## config.mk

```make
export PLATFORM = sky130hd
export DESIGN_NAME = id_ex_stage
export DESIGN_NICKNAME = d
export VERILOG_FILES = /design/src/rtl/id_ex_stage_pkg.sv /design/src/rtl/id_ex_stage_forward_unit.sv /design/src/rtl/id_ex_stage.sv
export SDC_FILE = /design/constraint.sdc
export NUM_CORES = 1
export LEC_CHECK = 0
export CAP_MARGIN = 20
export CORE_AREA = 2 2 190 192
export DETAILED_ROUTE_END_ITERATION = 8
export DIE_AREA = 0 0 192 194
export MAX_ROUTING_LAYER = met4
export PLACE_DENSITY = 0.59
export SLEW_MARGIN = 10
export SYNTH_ARGS = -nofsm -noshare
export SYNTH_HDL_FRONTEND = slang
export SYNTH_SLANG_ARGS = --single-unit
```

## constraint.sdc

```tcl
create_clock -name clk -period 5.2 [get_ports clk]
set_clock_uncertainty 0.1 [all_clocks]
set_input_delay 1.56 -clock clk [delete_from_list [all_inputs] [get_ports clk]]
set_output_delay 1.56 -clock clk [all_outputs]
set_load 0.02 [all_outputs]
```

## src/rtl/id_ex_stage_pkg.sv

```systemverilog
// Shared definitions for the ID/EX pipeline register and its forwarding logic.
package id_ex_stage_pkg;

  localparam int XLEN = 32;

  // ALU operation codes carried through ALUControlE; unlisted codes pass through.
  localparam logic [2:0] ALU_ADD = 3'b000;
  localparam logic [2:0] ALU_SUB = 3'b001;
  localparam logic [2:0] ALU_AND = 3'b010;
  localparam logic [2:0] ALU_OR  = 3'b011;
  localparam logic [2:0] ALU_SLT = 3'b101;

  // Operand source selects reported on ForwardAE/ForwardBE.
  localparam logic [1:0] FWD_REG = 2'b00;
  localparam logic [1:0] FWD_WB  = 2'b01;
  localparam logic [1:0] FWD_MEM = 2'b10;

  // Writeback result source encodings.
  localparam logic [1:0] RES_ALU = 2'b00;
  localparam logic [1:0] RES_MEM = 2'b01;
  localparam logic [1:0] RES_PC4 = 2'b10;

  // Everything the E stage holds; an all-zero value is the bubble.
  typedef struct packed {
    logic            valid;
    logic            reg_write;
    logic [1:0]      result_src;
    logic            mem_write;
    logic            branch;
    logic            jump;
    logic [2:0]      alu_control;
    logic            alu_src;
    logic [XLEN-1:0] rd1;
    logic [XLEN-1:0] rd2;
    logic [XLEN-1:0] pc;
    logic [XLEN-1:0] imm_ext;
    logic [XLEN-1:0] pc_plus4;
    logic [4:0]      rs1;
    logic [4:0]      rs2;
    logic [4:0]      rd;
  } ex_regs_t;

  localparam ex_regs_t EX_BUBBLE = '0;

endpackage

```

## src/rtl/id_ex_stage_forward_unit.sv

```systemverilog
// Operand forwarding for one E-stage source: pick M, W or the registered value.
module forward_unit
  import id_ex_stage_pkg::*;
(
  input  logic            valid_e,
  input  logic [4:0]      rs_e,
  input  logic [XLEN-1:0] reg_val_e,
  input  logic            reg_write_m,
  input  logic [4:0]      rd_m,
  input  logic [XLEN-1:0] alu_result_m,
  input  logic            reg_write_w,
  input  logic [4:0]      rd_w,
  input  logic [XLEN-1:0] result_w,
  output logic [1:0]      fwd_sel,
  output logic [XLEN-1:0] fwd_val
);

  logic hit_m;
  logic hit_w;

  // x0 is hard-wired zero, so a producer targeting it never forwards.
  assign hit_m = valid_e && reg_write_m && (rd_m != 5'd0) && (rd_m == rs_e);
  assign hit_w = valid_e && reg_write_w && (rd_w != 5'd0) && (rd_w == rs_e);

  // M is the younger producer, so it wins over W when both match.
  always_comb begin
    fwd_sel = FWD_REG;
    fwd_val = reg_val_e;
    if (hit_m) begin
      fwd_sel = FWD_MEM;
      fwd_val = alu_result_m;
    end else if (hit_w) begin
      fwd_sel = FWD_WB;
      fwd_val = result_w;
    end
  end

endmodule

```

## src/rtl/id_ex_stage.sv

```systemverilog
// ID/EX pipeline register with stall/flush control and operand forwarding.
// Only XLEN=32 is supported.
module id_ex_stage
  import id_ex_stage_pkg::*;
#(
  parameter int XLEN = id_ex_stage_pkg::XLEN
) (
  input  logic            clk,
  input  logic            rst,
  input  logic            StallE,
  input  logic            FlushE,
  input  logic            ValidD,
  input  logic            RegWriteD,
  input  logic            MemWriteD,
  input  logic            BranchD,
  input  logic            JumpD,
  input  logic            ALUSrcD,
  input  logic [1:0]      ResultSrcD,
  input  logic [2:0]      ALUControlD,
  input  logic [XLEN-1:0] RD1D,
  input  logic [XLEN-1:0] RD2D,
  input  logic [XLEN-1:0] ImmExtD,
  input  logic [XLEN-1:0] PCD,
  input  logic [XLEN-1:0] PCPlus4D,
  input  logic [4:0]      Rs1D,
  input  logic [4:0]      Rs2D,
  input  logic [4:0]      RdD,
  input  logic            RegWriteM,
  input  logic [4:0]      RdM,
  input  logic [XLEN-1:0] ALUResultM,
  input  logic            RegWriteW,
  input  logic [4:0]      RdW,
  input  logic [XLEN-1:0] ResultW,
  output logic [XLEN-1:0] SrcAE,
  output logic [XLEN-1:0] SrcBE,
  output logic [2:0]      ALUControlE,
  output logic [XLEN-1:0] WriteDataE,
  output logic            ValidE,
  output logic            RegWriteE,
  output logic            MemWriteE,
  output logic            BranchE,
  output logic            JumpE,
  output logic [1:0]      ResultSrcE,
  output logic [4:0]      RdE,
  output logic [4:0]      Rs1E,
  output logic [4:0]      Rs2E,
  output logic [XLEN-1:0] PCE,
  output logic [XLEN-1:0] PCPlus4E,
  output logic [XLEN-1:0] ImmExtE,
  output logic [1:0]      ForwardAE,
  output logic [1:0]      ForwardBE
);

  ex_regs_t ex_q;
  ex_regs_t ex_d;

  logic [XLEN-1:0] fwd_a;
  logic [XLEN-1:0] fwd_b;

  // Next E contents: flush beats stall, stall holds, otherwise capture D.
  always_comb begin
    ex_d = ex_q;
    if (FlushE) begin
      ex_d = EX_BUBBLE;
    end else if (!StallE) begin
      ex_d.valid       = ValidD;
      ex_d.reg_write   = RegWriteD;
      ex_d.result_src  = ResultSrcD;
      ex_d.mem_write   = MemWriteD;
      ex_d.branch      = BranchD;
      ex_d.jump        = JumpD;
      ex_d.alu_control = ALUControlD;
      ex_d.alu_src     = ALUSrcD;
      ex_d.rd1         = RD1D;
      ex_d.rd2         = RD2D;
      ex_d.pc          = PCD;
      ex_d.imm_ext     = ImmExtD;
      ex_d.pc_plus4    = PCPlus4D;
      ex_d.rs1         = Rs1D;
      ex_d.rs2         = Rs2D;
      ex_d.rd          = RdD;
    end
  end

  // E-stage register; reset overrides both stall and flush.
  always_ff @(posedge clk) begin
    if (rst) begin
      ex_q <= EX_BUBBLE;
    end else begin
      ex_q <= ex_d;
    end
  end

  forward_unit u_fwd_a (
    .valid_e      (ex_q.valid),
    .rs_e         (ex_q.rs1),
    .reg_val_e    (ex_q.rd1),
    .reg_write_m  (RegWriteM),
    .rd_m         (RdM),
    .alu_result_m (ALUResultM),
    .reg_write_w  (RegWriteW),
    .rd_w         (RdW),
    .result_w     (ResultW),
    .fwd_sel      (ForwardAE),
    .fwd_val      (fwd_a)
  );

  forward_unit u_fwd_b (
    .valid_e      (ex_q.valid),
    .rs_e         (ex_q.rs2),
    .reg_val_e    (ex_q.rd2),
    .reg_write_m  (RegWriteM),
    .rd_m         (RdM),
    .alu_result_m (ALUResultM),
    .reg_write_w  (RegWriteW),
    .rd_w         (RdW),
    .result_w     (ResultW),
    .fwd_sel      (ForwardBE),
    .fwd_val      (fwd_b)
  );

  // Store data always takes forwarded B; the immediate only feeds the ALU.
  always_comb begin
    SrcAE      = fwd_a;
    SrcBE      = ex_q.alu_src ? ex_q.imm_ext : fwd_b;
    WriteDataE = fwd_b;
  end

  assign ALUControlE = ex_q.alu_control;
  assign ValidE      = ex_q.valid;
  assign RegWriteE   = ex_q.reg_write;
  assign MemWriteE   = ex_q.mem_write;
  assign BranchE     = ex_q.branch;
  assign JumpE       = ex_q.jump;
  assign ResultSrcE  = ex_q.result_src;
  assign RdE         = ex_q.rd;
  assign Rs1E        = ex_q.rs1;
  assign Rs2E        = ex_q.rs2;
  assign PCE         = ex_q.pc;
  assign PCPlus4E    = ex_q.pc_plus4;
  assign ImmExtE     = ex_q.imm_ext;

endmodule

```

; Word-level counts from Yosys, hierarchy flattened
; Cells that the tools add are included.
[totals]
register_bits = 186
inputBits = 266
output_inout_bits = 221
elab_cells = 40
[classes]
n_eq_ne = 4
n_mux = 9
n_reduce_logical = 11
[ops]
columns = operator, count
row1 = 32-bit 2-to-1 mux, 5
row2 = 5-bit == test, 4
row3 = 5-bit nonzero test, 2
row4 = 1-bit logical AND, 8
row5 = 2-bit 2-to-1 mux, 2
row6 = 1-bit 2-to-1 mux, 2
row7 = 2-bit OR reduction, 1

; Depth between registers and ports, before layout
; Gate-level depths: netlist (run 1).
[depth]
ltp_word = 6
ltp_mapped = 7
mapped_depth_nobuf = 5

; Modules after synthesis
; From an unflattened synthesis (run 1), not the netlist that was laid out.
[unflattened]
cells_unflattened = 1123
area_unflattened_um2 = 10294.9
[modules_own_cells]
columns = module, n_inst, cells_each, area_per_inst_um2, seq_area_each_um2
row1 = id_ex_stage, 1, 753, 7952.6, 3723.6
row2 = forward_unit, 2, 185, 1171.1, 0.0

; Worst setup path before layout (run 1)
; Ideal clock, no wire load.
[synth_path]
kind = input port to output port
startpoint = input RdM[0]
endpoint = output SrcBE[1]
arrival_ns = 3.323
t_required_ns = 3.540
setup_slack_ns = 0.217
stages = 6
path_buffers = 1
cell_sequence = or4_4 -> o211ai_4 -> buf_2 -> nor3_1 -> a31oi_1 -> mux2_2
[synth_between]
elab_chain_len = 5
elab_cells_between_ends = 6
cone_classes = eq/ne: 1 / mux: 2 / reduce/logical: 3
[synth_rtl]
columns = element, line_no
row1 = from (decl), id_ex_stage.sv:29  ; input logic [4:0] RdM,
row2 = 5-bit nonzero test, id_ex_stage_forward_unit.sv:22  ; assign hit_m = valid_e && reg_write_m && (rd_m != 5'd0) && (rd_m == rs_e);
row3 = 1-bit logical AND, id_ex_stage_forward_unit.sv:22
row4 = 1-bit logical AND (*), id_ex_stage_forward_unit.sv:22
row5 = 32-bit 2-to-1 mux (*), id_ex_stage_forward_unit.sv:29  ; if (hit_m) begin
row6 = net WriteDataE[1], id_ex_stage.sv:37  ; output logic [XLEN-1:0] WriteDataE,
row7 = 32-bit 2-to-1 mux (*), id_ex_stage.sv:125  ; SrcBE = ex_q.alu_src ? ex_q.imm_ext : fwd_b;
row8 = to (decl), id_ex_stage.sv:35  ; output logic [XLEN-1:0] SrcBE,
; The timed path passes the listed nets; every way through them passes the cells marked *.

; Final worst setup path (run 1)
[layout_path]
startpoint = input RdW[3]
endpoint = output SrcBE[15]
[layout_between]
elab_chain_len = 6
elab_cells_between_ends = 7
cone_classes = eq/ne: 1 / mux: 3 / reduce/logical: 3
[layout_rtl]
columns = element, line_no
row1 = from (decl), id_ex_stage.sv:32  ; input logic [4:0] RdW,
row2 = 5-bit nonzero test, id_ex_stage_forward_unit.sv:23  ; assign hit_w = valid_e && reg_write_w && (rd_w != 5'd0) && (rd_w == rs_e);
row3 = 1-bit logical AND, id_ex_stage_forward_unit.sv:23
row4 = 1-bit logical AND (*), id_ex_stage_forward_unit.sv:23
row5 = 32-bit 2-to-1 mux (*), id_ex_stage_forward_unit.sv:32  ; end else if (hit_w) begin
row6 = 32-bit 2-to-1 mux (*), id_ex_stage_forward_unit.sv:29
row7 = 32-bit 2-to-1 mux (*), id_ex_stage.sv:125
; Every way passes the cells marked *; elsewhere a longest branch is shown, timed or not.

==> impl_summary.txt, run 1 <==
----------------------------------------------------
[Status]
  Run status ... finished, violations left
  Violated checks ... negative setup slack

[Drt]
  Final routed wirelength across all metal layers ... 39.4 mm
  Number of nets with antenna violations after detailed routing ... 0
  Count of unresolved DRC violations after routing ... 0
  Via/cell ratio ... 4.60
  WL per Instance ... 20.4 um
  Total number of vias ... 8923
  Violation count after the first detailed-routing iteration ... 324
  Iteration count of the initial detailed-routing pass ... 4

[Power and ir drop]
  Fraction of power spent switching nets ... 27.4%
  Combinational share of power ... 19.7%
  Clock network power share ... 37.9%
  Peak supply drop ... 0.237 mV
  PD cells ... 224 mW/mm2
  Part of the total power dissipated in sequential elements ... 42.3%
  Lkg Pwr ... 6.50 nW
  NetSw ... 0.976 mW
  Power after layout ... 3.56 mW
  Internal Pwr Total ... 2.59 mW

[Timing]
  Share of the clock period used by the worst path ... 100%
  Max-Slew Margin vs Limit ... 28.3%
  Slew at the pin with the worst max-slew slack ... 1080 ps
  Final hold violation count ... 0
  Min Hold Slack ... 393 ps
  Number of failing setup endpoints in the final timing report ... 2
  Fin Setup TNS ... -30.4 ps
  Worst setup slack after layout ... -16.8 ps
  Unrepaired setup endpoints after global routing ... true
  Shortest clock period the worst path allows after layout ... 5220 ps
  Max Clk Rate ... 192 MHz
  Count of final max-slew check failures ... 0

[Floorplanning]
  Width of the chip ... 192 um
  Num rows ... 69
  Initial cell density of the core ... 28.3%
  Die area ... 0.0372 mm2
  Placeable core region ... 0.0352 mm2
  Height of the die ... 194 um
  I/O pin total ... 487

[Yosys]
  Average footprint of a synthesized cell ... 9.47 um2
  Number of enable flip-flop cells after synthesis ... 0
  Syn Std Cell Area ... 0.00997 mm2
  Synth Net Count ... 1319
  Cells after synthesis ... 1053
  Total of flip-flops plus latches after synthesis ... 186
  Synth cell count leaders ... 218 x sky130_fd_sc_hd__mux2i_1, 218 x sky130_fd_sc_hd__nor2_1, 186 x sky130_fd_sc_hd__dfxtp_1, 118 x sky130_fd_sc_hd__buf_4, 44 x sky130_fd_sc_hd__clkbuf_1
  Top cells by area in the synthesized netlist ... sky130_fd_sc_hd__dfxtp_1 37%, sky130_fd_sc_hd__mux2i_1 22%, sky130_fd_sc_hd__buf_4 8.9%
  Number of unique standard cell types used by synthesis ... 30
  Ys async rst share ... 0%
  Part of the Yosys area used for sequential elements ... 37.4%
  Most instantiated flip-flop cell in the synthesis netlist ... sky130_fd_sc_hd__dfxtp_1
  Count of synthesis-stage warnings from yosys ... 0
  Cell taking the most area after synthesis ... sky130_fd_sc_hd__dfxtp_1
  Yosys top cell area share ... 37.4%

[Flow run]
  Max-capacitance violation count ... 0

[Cells and area]
  Ratio of cells with drive above 1 in the final layout ... 22.7%
  Layout Utilization ... 45.3%
  Multi-input gate area ... 0.00522 mm2
  Total of fill cells in the finished design ... 3448
  Seq. cell area ... 0.00372 mm2
  Net count, final ... 1727
  Growth of design area from synthesis to finish ... 59.9%

[Worst setup path]
  Start of the worst register-to-register path ... ex_q[175]
  Maximum fanout encountered on the critical timing path ... 6
  Classification of the worst setup path ... in -> out
  Reg2Reg Depth ... 2
  Element type at the critical path start ... input port
  Signal arrival time at the worst endpoint ... 3560 ps
  Required time of the critical path ... 3540 ps
  Setup slack on the worst flop-to-flop path ... 3700 ps
  Reg2Reg Capture Point ... ex_q[175]
  Crit. End Element ... output port

[Min path]
  Destination of the worst hold path ... ex_q[124]
  Kind of path behind the tightest hold check ... reg -> reg
  Number of instances on the worst hold path ... 2
  Hold path startpoint ... ex_q[124]

[Clock tree]
  Total clock sinks ... 186
  Cell chosen for the clock root ... sky130_fd_sc_hd__clkbuf_16
  Skew-Pair Late Insertion Delay ... 450 ps
  TritonCTS Buffers ... 17
  Deepest clock path buffer count ... 2
  Hold buffer count at cts ... 0
  Clock tree from TritonCTS ... done
  Clock transition at path regs ... 70 ps
  Maximum level of the CTS H-tree ... 4

[Global route]
  First-pass GRT wire length ... 57.6 mm
  Final global-route overflow total ... 0
  Global Route Usage Sum ... 21.5%
  Antenna violations before repair ... 5
  Largest net degree at the start of global routing ... 169
  Number of global-route vias before repair ... 9301

[Placed design]
  Worst slack, placed ... -870 ps
  Half-perimeter wire length after placement ... 28.0 mm
  Number of port buffers ... 486
  Placer's final routability congestion estimate ... 0.877

----------------------------------------------------
-- routing by layer --
metal	track usage (%)	wire length [um]
met5	-	0
met3	5.21	2480
met2	36.5	19700
met1	24.3	16200
met4	7.83	1050
-- sequential cells by signal, indices dropped and copies added, names as in the netlist --
name / flops
BranchE: 1
ImmExtE: 32
Rs1E: 5
ex_q: 65
JumpE: 1
RegWriteE: 1
ValidE: 1
MemWriteE: 1
Rs2E: 5
RdE: 5
PCPlus4E: 32
ALUControlE: 3
PCE: 32
ResultSrcE: 2
-- layout make-up --
class | instances | area share [%]
diodes | 4 | 0.0628
clock buffers | 18 | 2.69
clock inverters | 13 | 0.989
inverters | 2 | 0.0471
multi-input cells | 668 | 32.8
flip-flops and latches | 186 | 23.4
well taps | 461 | 3.62
repair buffers | 586 | 36.5
-- worst max-delay path by stage --
stage / from / endpoint / slack [ps] / cells past startpoint
floorplan: RdM[0] / SrcBE[1] / 220 / 6
global placement: RdW[1] / SrcAE[1] / -830 / 8
detailed placement: RdW[1] / SrcAE[6] / -870 / 8
CTS: RdM[1] / SrcBE[26] / -100 / 11
global route: RdW[3] / SrcBE[21] / -50 / 10
finish: RdW[3] / SrcBE[15] / -20 / 11
-- metrics by stage --
stage / std cells / area [um2]
2_1_floorplan: 1053 / 9970
3_3_place_gp: 1868 / 14800
3_5_place_dp: 1868 / 14800
4_1_cts: 1930 / 15800
5_1_grt: 1938 / 15900
6_report: 1938 / 15900
-- power by group through the flow --
stage	Clock (mW)	Sequential (mW)	Combinational, mW
finish	1.35	1.51	0.703
global route	1.45	1.51	0.745
CTS	1.40	1.51	0.704
detailed placement	0	1.54	0.704
global placement	0	1.54	0.698
floorplan	0	1.53	0.338
-- timing repair --
item,in CTS,in global routing
setup buffers,22,5
endpoints found under the setup margin,100,53
gates resized for setup,429,54
cloned,9,1
endpoints found under the hold margin,0,0
pin swaps,14,20
-- cells in the final DEF (no fill, tap or decap), types with 8 or more instances in the layout --
cell type | Yosys | final
sky130_fd_sc_hd__clkdlybuf4s50_1 | 0 | 373
sky130_fd_sc_hd__mux2i_1 | 218 | 218
sky130_fd_sc_hd__nor2_1 | 218 | 217
sky130_fd_sc_hd__dfxtp_1 | 186 | 185
sky130_fd_sc_hd__buf_4 | 118 | 83
sky130_fd_sc_hd__buf_2 | 10 | 54
sky130_fd_sc_hd__nor3_1 | 33 | 32
sky130_fd_sc_hd__a21oi_1 | 32 | 31
sky130_fd_sc_hd__a31oi_4 | 29 | 30
sky130_fd_sc_hd__mux2_2 | 32 | 29
sky130_fd_sc_hd__o21ai_1 | 34 | 24
sky130_fd_sc_hd__buf_12 | 3 | 21
sky130_fd_sc_hd__nand3_1 | 34 | 19
sky130_fd_sc_hd__clkbuf_16 | 0 | 18
sky130_fd_sc_hd__buf_6 | 1 | 16
sky130_fd_sc_hd__xnor2_1 | 16 | 15
sky130_fd_sc_hd__nand3_2 | 0 | 12
sky130_fd_sc_hd__dlygate4sd2_1 | 0 | 11
sky130_fd_sc_hd__o21ai_2 | 0 | 8
-- cells by family after synthesis --
| group | Yosys count | synth area share (%) |
|---|---|---|
| AOI/OAI and AO/OA | 101 | 10.1 |
| xor gates and xnor gates | 20 | 1.76 |
| buffers and inverters | 199 | 12.6 |
| DFF | 186 | 37.4 |
| muxes | 250 | 25.5 |
| and+or+nand+nor | 297 | 12.6 |
-- critical path, cell delays in order --
cell,delay (ps)
sky130_fd_sc_hd__buf_8,100
sky130_fd_sc_hd__or4_4,560
sky130_fd_sc_hd__buf_6,140
sky130_fd_sc_hd__o211ai_4,180
sky130_fd_sc_hd__buf_6,170
sky130_fd_sc_hd__buf_12,110
sky130_fd_sc_hd__buf_16,120
sky130_fd_sc_hd__o21ai_2,80
sky130_fd_sc_hd__a31oi_4,210
sky130_fd_sc_hd__mux2_2,190
sky130_fd_sc_hd__buf_4,140
Power figures use the tool's default switching activity.
==> run 2: changes to the inputs <==
--- a/config.mk
+++ b/config.mk
@@ -9,8 +9,10 @@
 export CORE_AREA = 2 2 190 192
 export DETAILED_ROUTE_END_ITERATION = 8
 export DIE_AREA = 0 0 192 194
+export GPL_ROUTABILITY_DRIVEN = 0
 export MAX_ROUTING_LAYER = met4
 export PLACE_DENSITY = 0.59
+export SKIP_LAST_GASP = 1
 export SLEW_MARGIN = 10
 export SYNTH_ARGS = -nofsm -noshare
 export SYNTH_HDL_FRONTEND = slang
==> run 2 against run 1 <==
Compared with the run above: final cell count unchanged; combinational power is essentially flat; clock-buffer cell count unchanged; via count decreased by 0.41%; sequential power about the same; non-clock buffer count unchanged; wire length decreased by 0.10%; sequential share of layout area up 0.081 points; critical endpoint is now WriteDataE[22]; core utilization fell by 0.16 points; the flow still finishes with violations (negative setup slack); maximum frequency down 0.23%; cell area shrank 0.35%; critical path type unchanged; clock power about the same.
==> impl_summary.txt, run 2 (synthesis results as in run 1) <==
----------------------------------------------------
[Cells and area]
  Net count, final ... 1727
  Most common cell after layout, fill and taps aside ... sky130_fd_sc_hd__clkdlybuf4s50_1
  Post-route cell area ... 0.0159 mm2
  Layout Cells excl Fill ... 1938
  Most frequent cells in the layout ... 373 x sky130_fd_sc_hd__clkdlybuf4s50_1, 218 x sky130_fd_sc_hd__mux2i_1, 217 x sky130_fd_sc_hd__nor2_1
  Register name with the most flops ... ex_q
  Ratio of cells with drive above 1 in the final layout ... 22.5%
  Growth of design area from synthesis to finish ... 59.4%
  Flip-flop count of the largest register, all copies and words added ... 65
  Layout Utilization ... 45.1%

[Placed design]
  Post-placement cell count ... 1868
  Worst slack, placed ... -870 ps
  Half-perimeter wire length after placement ... 28.0 mm
  Post-DP Area ... 0.0148 mm2
  Number of port buffers ... 486

[Floorplanning]
  Width of the chip ... 192 um
  Height of the die ... 194 um
  Placeable core region ... 0.0352 mm2
  Num rows ... 69
  Die area ... 0.0372 mm2
  Initial cell density of the core ... 28.3%
  I/O pin total ... 487

[Timing]
  Shortest clock period the worst path allows after layout ... 5230 ps
  Min Hold Slack ... 393 ps
  Slew at the pin with the worst max-slew slack ... 1070 ps
  Share of the clock period used by the worst path ... 101%
  Number of failing setup endpoints in the final timing report ... 4
  Max Clk Rate ... 191 MHz
  Fin Setup TNS ... -86.0 ps
  Unrepaired setup endpoints after global routing ... true
  Final hold violation count ... 0
  Worst setup slack after layout ... -28.7 ps
  Max-Slew Margin vs Limit ... 28.7%
  Count of final max-slew check failures ... 0

[Drt]
  Violation count after the first detailed-routing iteration ... 327
  Final routed wirelength across all metal layers ... 39.4 mm
  Total number of vias ... 8886
  Via/cell ratio ... 4.59
  WL per Instance ... 20.3 um
  Count of unresolved DRC violations after routing ... 0
  Number of nets with antenna violations after detailed routing ... 0
  Iteration count of the initial detailed-routing pass ... 5

[Worst setup path]
  Element type at the critical path start ... input port
  Maximum fanout encountered on the critical timing path ... 6
  Signal arrival time at the worst endpoint ... 3570 ps
  Reg2Reg Depth ... 2
  Classification of the worst setup path ... in -> out
  Cell-by-cell listing of the critical path ... buf_8 -> or4_4 -> buf_6 -> o211ai_4 -> buf_6 -> buf_16 -> o21ai_1 -> a31oi_4 -> buf_4 -> buf_4 -> buf_2
  Reg2Reg Capture Point ... ex_q[175]
  Setup slack on the worst flop-to-flop path ... 3720 ps
  Longest individual stage delay on the worst path ... 560 ps
  Slowest library cell on the worst path ... sky130_fd_sc_hd__or4_4
  Critical path capture point ... WriteDataE[22]
  Required time of the critical path ... 3540 ps
  Start point of the critical path ... RdW[3]
  Crit. End Element ... output port
  Start of the worst register-to-register path ... ex_q[175]

[Clock tree]
  Total clock sinks ... 186
  Clock transition at path regs ... 70 ps
  Maximum level of the CTS H-tree ... 4
  Cell chosen for the clock root ... sky130_fd_sc_hd__clkbuf_16
  Clock tree from TritonCTS ... done
  TritonCTS Buffers ... 17
  Deepest clock path buffer count ... 2
  Skew-Pair Late Insertion Delay ... 460 ps

[Global route]
  Antenna violations before repair ... 5
  First-pass GRT wire length ... 57.6 mm
  Largest net degree at the start of global routing ... 169
  Number of global-route vias before repair ... 9304
  Final global-route overflow total ... 0
  Global Route Usage Sum ... 21.5%

[Status]
  Run status ... finished, violations left
  Violated checks ... negative setup slack

[Flow run]
  Max-capacitance violation count ... 0

[Power and ir drop]
  Lkg Pwr ... 6.50 nW
  PD cells ... 224 mW/mm2
  Power after layout ... 3.56 mW
  Peak supply drop ... 0.237 mV

[Min path]
  Kind of path behind the tightest hold check ... reg -> reg

----------------------------------------------------
run 2: cell types whose count changed in the layout (fill, tap and decap cells not counted):
cell / previous run / this run
sky130_fd_sc_hd__buf_4: 83 / 82
sky130_fd_sc_hd__nand3_1: 19 / 21
sky130_fd_sc_hd__nand3_4: 3 / 2
sky130_fd_sc_hd__a31oi_4: 30 / 29
sky130_fd_sc_hd__buf_2: 54 / 57
sky130_fd_sc_hd__dlygate4sd2_1: 11 / 12
sky130_fd_sc_hd__clkbuf_16: 18 / 17
sky130_fd_sc_hd__nand3_2: 12 / 11
sky130_fd_sc_hd__buf_6: 16 / 13
sky130_fd_sc_hd__buf_12: 21 / 22
sky130_fd_sc_hd__a31oi_1: 0 / 1
run 2: repair_timing:
item,in CTS,in global routing
endpoints found under the setup margin,100,54
pin swaps,14,19
setup buffers,22,6
hold buffers,0,0
gates resized for setup,421,46
gates cloned,9,0
run 2: cell type report:
class                           count  area, um2
Inverter                            2       7.51
Tap cell                          461        577
Clock inverter                     13        158
Antenna cell                        4       10.0
Clock buffer                       18        429
Multi-Input combinational cell    668       5190
Fill cell                        3462      19300
Timing Repair Buffer              586       5790
Sequential cell                   186       3720
run 2: worst min path at each step:
stage	endpoint	cells past startpoint	start
after floorplan	ex_q[111]	2	ex_q[111]
after global placement	ex_q[128]	2	ex_q[128]
after detailed placement	ex_q[124]	2	ex_q[124]
after CTS	ex_q[124]	2	ex_q[124]
after global routing	PCPlus4E[22]	2	PCPlus4E[22]
final	ex_q[124]	2	ex_q[124]
run 2: metal layers:
metal | share of wire, % | track usage (%)
met1 | 41 | 24.3
met2 | 50 | 36.6
met3 | 6.1 | 5.21
met4 | 2.7 | 7.83
met5 | 0 | -
run 2: critical path, delay by kind of cell:
kind | cells | cell delay (ps)
buffers and inverters | 7 | 920
and+or+nand+nor | 1 | 560
AOI/OAI and AO/OA | 3 | 530
run 2: where the power goes:
part / internal (mW) / leakage [nW] / switching [mW]
combinational: 0.395 / 4.70 / 0.308
clock: 0.720 / 0.278 / 0.630
sequential: 1.47 / 1.52 / 0.0365
